`config.mk`:
```
export PLATFORM = sky130hd
export DESIGN_NAME = reg_file
export DESIGN_NICKNAME = d
export VERILOG_FILES = /design/src/rtl/reg_file_pkg.sv /design/src/rtl/reg_file_alu_flag_reg.sv /design/src/rtl/reg_file.sv
export SDC_FILE = /design/constraint.sdc
export NUM_CORES = 1
export LEC_CHECK = 0
export BUFFER_PORTS_ARGS = -buffer_cell sky130_fd_sc_hd__clkbuf_2
export CORE_MARGIN = 4
export CORE_UTILIZATION = 61
export CTS_CLUSTER_SIZE = 20
export DETAILED_ROUTE_END_ITERATION = 6
export GPL_TIMING_DRIVEN = 1
export PLACE_DENSITY = 0.87
export SETUP_SLACK_MARGIN = 0.1
export SLEW_MARGIN = 20
export SYNTH_ARGS = -nofsm -noshare
export SYNTH_HDL_FRONTEND = slang
export SYNTH_HIERARCHICAL = 1
export SYNTH_SLANG_ARGS = --single-unit
```
`constraint.sdc`:
```
create_clock -name clk -period 6.8 [get_ports clk]
set_input_delay 1.36 -clock clk [delete_from_list [all_inputs] [get_ports clk]]
set_output_delay 1.36 -clock clk [all_outputs]
set_load 0.005 [all_outputs]
```
`src/rtl/reg_file_pkg.sv`:
```
`default_nettype none
// ============================================================================
//  Module   : reg_file_pkg
//  Purpose  : Shared widths and types for the register file and the ALU
//             status-flag register.
//  Contents : kRF_W / kRF_A default data and address widths, data_t,
//             raddr_t, flags_t (carry/shift bit + zero bit).
//  Revision : 1.0 - initial release
// ============================================================================
package reg_file_pkg;

  localparam int kRF_W = 8;
  localparam int kRF_A = 3;

  typedef logic [kRF_W-1:0] data_t;
  typedef logic [kRF_A-1:0] raddr_t;

  typedef struct packed {
    logic sc;
    logic z;
  } flags_t;

endpackage
`default_nettype wire

```
`src/rtl/reg_file_alu_flag_reg.sv`:
```
`default_nettype none
// ============================================================================
//  Module   : alu_flag_reg
//  Purpose  : Holds the ALU status flags (carry/shift bit and zero bit).
//             Each flag loads independently when its enable is set and
//             otherwise holds. Cleared asynchronously by reset.
//  Ports    : clk    in  rising-edge clock
//             reset  in  asynchronous active-high clear
//             en     in  per-flag load enables
//             d      in  per-flag next values
//             q      out stored flags
//  Revision : 1.0 - initial release
// ============================================================================
module alu_flag_reg
  import reg_file_pkg::*;
(
  input  logic   clk,
  input  logic   reset,
  input  flags_t en,
  input  flags_t d,
  output flags_t q
);

  flags_t r_flags;

  always_ff @(posedge clk or posedge reset) begin
    if (reset) begin
      r_flags <= '0;
    end else begin
      if (en.sc) r_flags.sc <= d.sc;
      if (en.z)  r_flags.z  <= d.z;
    end
  end

  assign q = r_flags;

endmodule
`default_nettype wire

```
`src/rtl/reg_file.sv`:
```
`default_nettype none
// ============================================================================
//  Module   : reg_file
//  Purpose  : Architectural register file plus ALU status flags, feeding the
//             ALU operand inputs and carry-in. Two combinational read ports,
//             one write-back port, optional same-cycle write bypass and an
//             optional hard-wired zero register 0.
//  Ports    : clk             in  rising-edge clock
//             reset           in  asynchronous active-high reset
//             ra_addr/rb_addr in  read port addresses
//             wr_en/wr_addr/wr_data in write-back port
//             sc_wen/sc_d     in  carry/shift flag load
//             z_wen/z_d       in  zero flag load
//             data_a/data_b   out read data (ALU INPUTA / INPUTB)
//             sc_q            out stored carry/shift flag (ALU SC_IN)
//             z_q             out stored zero flag (branch logic)
//  Revision : 1.0 - initial release
// ============================================================================
module reg_file
  import reg_file_pkg::*;
#(
  parameter int W       = kRF_W,
  parameter int A       = kRF_A,
  parameter int R0_ZERO = 1,
  parameter int BYPASS  = 1
) (
  input  logic         clk,
  input  logic         reset,
  input  logic [A-1:0] ra_addr,
  input  logic [A-1:0] rb_addr,
  input  logic         wr_en,
  input  logic [A-1:0] wr_addr,
  input  logic [W-1:0] wr_data,
  input  logic         sc_wen,
  input  logic         sc_d,
  input  logic         z_wen,
  input  logic         z_d,
  output logic [W-1:0] data_a,
  output logic [W-1:0] data_b,
  output logic         sc_q,
  output logic         z_q
);

  localparam int c_DEPTH = 1 << A;

  logic [W-1:0] r_regs [c_DEPTH];
  logic         w_wr_ok;
  logic         w_byp_ok;
  flags_t       w_flag_en;
  flags_t       w_flag_d;
  flags_t       w_flag_q;

  // Writes to register 0 are discarded when it is hard-wired to zero.
  assign w_wr_ok  = wr_en && !((R0_ZERO != 0) && (wr_addr == '0));
  // Bypass is suppressed during reset so both ports read zero while it is held.
  assign w_byp_ok = (BYPASS != 0) && w_wr_ok && !reset;

  always_ff @(posedge clk or posedge reset) begin
    if (reset) begin
      for (int i = 0; i < c_DEPTH; i++) begin
        r_regs[i] <= '0;
      end
    end else if (w_wr_ok) begin
      r_regs[wr_addr] <= wr_data;
    end
  end

  always_comb begin
    data_a = r_regs[ra_addr];
    if (w_byp_ok && (wr_addr == ra_addr)) data_a = wr_data;
    if ((R0_ZERO != 0) && (ra_addr == '0)) data_a = '0;
  end

  always_comb begin
    data_b = r_regs[rb_addr];
    if (w_byp_ok && (wr_addr == rb_addr)) data_b = wr_data;
    if ((R0_ZERO != 0) && (rb_addr == '0)) data_b = '0;
  end

  // Flags are never bypassed: the ALU always sees the stored carry, so a
  // multi-byte operation chains one byte per cycle.
  assign w_flag_en = '{sc: sc_wen, z: z_wen};
  assign w_flag_d  = '{sc: sc_d,   z: z_d};

  alu_flag_reg u_flags (
    .clk   (clk),
    .reset (reset),
    .en    (w_flag_en),
    .d     (w_flag_d),
    .q     (w_flag_q)
  );

  assign sc_q = w_flag_q.sc;
  assign z_q  = w_flag_q.z;

endmodule
`default_nettype wire
```
==> impl.org <==
** STA
- Max-Slew Margin vs Limit :: 0.3754
- Maximum achievable frequency :: 211.2 MHz
- Sum of negative setup slack :: 0 ns
- At the pin with the least slew margin, the transition time is 0.9319 ns.
- RSZ-0062 raised after global routing :: false
- Final period demand of the worst path :: 4.736 ns
- Hold Slack :: between 0.3 and 0.4 ns
- Setup slack on the critical path of the routed design comes to 2.064 ns.
- Final number of setup-violating endpoints :: 0
- The hold violation total from the final report was 0.
- Between clock sinks in the finished design, the worst skew comes to 0 ns.
- Max Transition Viols Final :: 0
- Dividing the final minimum period by the clock period gives 0.6964.

** Floorplan
- In this run the standard cell core region covers 6350 sq um.
- The die covers 7897 sq um.
- The floorplan step set the die height to around 89 um.
- Site Rows :: 29
- Initial Util :: 0.6282
- I/O pin cnt :: 42
- Die Wd :: between 80 and 90 um

** GRT
- GRT Total Usage :: 0.2485
- The number of global-route vias before repair is 2591.
- Global-route wire length before repair :: 13830 um
- Number of antenna violations at the first check in global routing :: 0
- Maximum number of pins on one net before global-route repair :: 65
- For this run the aggregate overflow at the end of global routing stands at 0.

** Final layout
- Proportion of layout cells with a drive suffix above 1 :: 0.4634
- Measured on the finished design, the core utilization comes to 0.6700.
- In the final design database the tool counted 306 nets.
- FF+latch area :: 1652 sq um
- Filler Cell Count :: around 450
- The repair_antennas step left the layout with diodes totalling 0.
- Final std cell area, no fill :: 4254 sq um
- Synthesis-to-layout area growth :: 6.650%
- Finished Layout Cells :: 364
- Area of combinational cells with multiple inputs :: approximately 2100 sq um

** Detailed routing
- In this run the remaining antenna-violating nets after routing total 0.
- Before antenna repair, the detailed router went through 5 iterations.
- Via/cell ratio :: ~6.9
- Average wire length per cell after detail routing :: 24.98 um
- Post-route DRC :: 0
- Routed WL :: 9094 um
- Via Count :: 2499
- Detailed router's first-iteration violation count :: 261

** Placed design
- Gpl congestion :: 0.7476
- During placement, the flow inserted port buffers numbering 41.
- Before CTS, the worst setup slack after placement is 2.132 ns.
- Once placement finished, the instance area stood at 4050 sq um.
- The wire-length estimate of the detail-placed layout is 5795 um.
- Including well taps, the total number of placed cells is 348.

** Yosys
- When the netlist entered floorplanning its net count stood at 280.
- Library cell with the highest instance count after synthesis :: sky130_fd_sc_hd__dfrtp_1
- Summed over all instances, the cell type with the most area after synthesis is sky130_fd_sc_hd__dfrtp_1.
- Share of Yosys cell area claimed by the top area cell type :: 0.4141
- Post-synthesis instance area :: between 3000 and 4000 sq um
- Cell types occupying the most area after synthesis :: sky130_fd_sc_hd__dfrtp_1, sky130_fd_sc_hd__mux4_1, sky130_fd_sc_hd__mux2_2
- Yosys printed 6 warnings.
- Number of distinct library cell variants in the gate-level netlist after synthesis :: 26
- After synthesis the netlist holds a flip-flop and latch count of 66.
- For this run, the register share of the synthesized area comes to 0.4141.
- In the synthesized netlist the dominant register cell turns out to be sky130_fd_sc_hd__dfrtp_1.
- Synthesized area divided by synthesized cell count :: 15.58 sq um
- Number of enable-type register cells in the synthesized netlist :: 0
- FFs w/ async S/R, synth :: 1.000
- Most instantiated cells after synthesis :: sky130_fd_sc_hd__dfrtp_1, sky130_fd_sc_hd__mux2_2, sky130_fd_sc_hd__mux4_1
- Cells after Synth :: roughly 260

** CTS
- Clock root buffer :: sky130_fd_sc_hd__clkbuf_8
- Number of resized instances in the post-cts repair step :: 0
- The tree built by TritonCTS fans out to 66 sinks.
- CTS hold repair buffers :: 0
- Buffers added to address setup during post-CTS repair amount to 0.
- Clock-pin slew was measured on the worst setup and hold paths at ~0.07 ns.
- TritonCTS clock tree :: built
- Maximum level of the CTS H-tree :: 3
- TritonCTS created 9 clock buffers.
- Number of buffers on the longest clock path :: 2
- At the later pin of the worst-skew pair, clock insertion delay measures 0.35 ns.

** Worst setup path
- The worst setup path is of the primary input to primary output kind.
- Tracing the worst setup path back leads to its startpoint at ra_addr[0].
- STA classifies the critical path endpoint as a primary output.
- STA puts the critical path data arrival time at 3.38 ns.
- Sort of element at the start of the critical path :: primary input
- In this run the critical register-to-register path is launched from r_regs[20].
- For the worst setup path, the data required time is 5.44 ns.
- Maximum fanout count along the critical path :: 18

** Power
- Maximum VDD drop :: between 150 and 200 uV
- Power consumption :: 1.149 mW
- The analysis attributes to cell leakage a power of 1.976 nW.
- Power spread over the standard cell area amounts to 270.0 nW/um^2.

** Worst hold path
- The worst hold path begins at r_regs[61].
- Worst min path class :: flip-flop to flip-flop

** Run
- Max-cap violations in this run came to 0.

** Status
- Run status :: finished clean
-- per-layer routing --
layer / global-route usage / up-vias / part of all wire
li1: - / 1066 / -
met1: 0.3373 / 1295 / 0.40
met2: 0.3860 / 114 / 0.49
met3: 0.04469 / 24 / 0.075
met4: 0.1277 / 0 / 0.027
met5: 0 / - / 0
-- flip-flops by register name (all words and copies together) (netlist names) --
signal,count
u_flags/q,2
r_regs,64
-- where the power goes --
part	total [mW]	internal (mW)	leakage [nW]	switching, mW
combinational	0.287	0.175	1.06	0.112
clock	0.339	0.187	0.105	0.152
sequential	0.522	0.468	0.807	0.0548
total	1.15	0.830	1.98	0.319
-- final cells by class --
cell class | count | share of cell area
multi-input combinational | 159 | 0.4859
sequential | 66 | 0.3882
timing repair buffer | 44 | 0.05353
clock buffer | 11 | 0.03559
tap | 77 | 0.02265
clock inverter | 5 | 0.01235
inverter | 2 | 0.001765
-- worst max-delay path, stage by stage --
cell,delay (ns)
sky130_fd_sc_hd__clkbuf_2,0.48
sky130_fd_sc_hd__xnor2_1,0.19
sky130_fd_sc_hd__nand3_1,0.38
sky130_fd_sc_hd__or2_1,0.53
sky130_fd_sc_hd__o211a_1,0.31
sky130_fd_sc_hd__clkbuf_2,0.12
-- cells in the final DEF (no fill, tap or decap), drive strengths merged, types with 2 or more instances in the layout --
cell type,n
dfrtp,66
mux2,58
clkbuf,52
mux4,32
mux2i,16
o21ai,16
o211a,16
xnor2,6
nand4b,3
clkinv,3
buf,3
nor4bb,2
nand3,2
or2,2
or3,2
inv,2
-- kinds of logic (layout without fill, tap and decap cells) --
group,count (synthesis),in the layout,synth area share
AND/OR/NAND/NOR,14,14,0.02604
buffers and inverters,31,62,0.07089
multiplexers,106,106,0.4090
XOR/XNOR,6,6,0.01317
AO/OA/AOI/OAI,33,33,0.06681
flip-flops,66,66,0.4141
-- path summary, 6_finish.rpt --
check | end | slack (ns) | depth (start not counted)
setup reg to reg | r_regs[20] | 5.97 | 1
setup / recovery | data_a[4] | 2.06 | 6
min in group asynchronous | u_flags/q[1] | 0.85 | 2
hold / removal | r_regs[61] | 0.40 | 0
hold reg to reg | r_regs[61] | 0.40 | 0
max in group asynchronous | r_regs[3] | 4.95 | 3
Power figures use the tool's default switching activity.
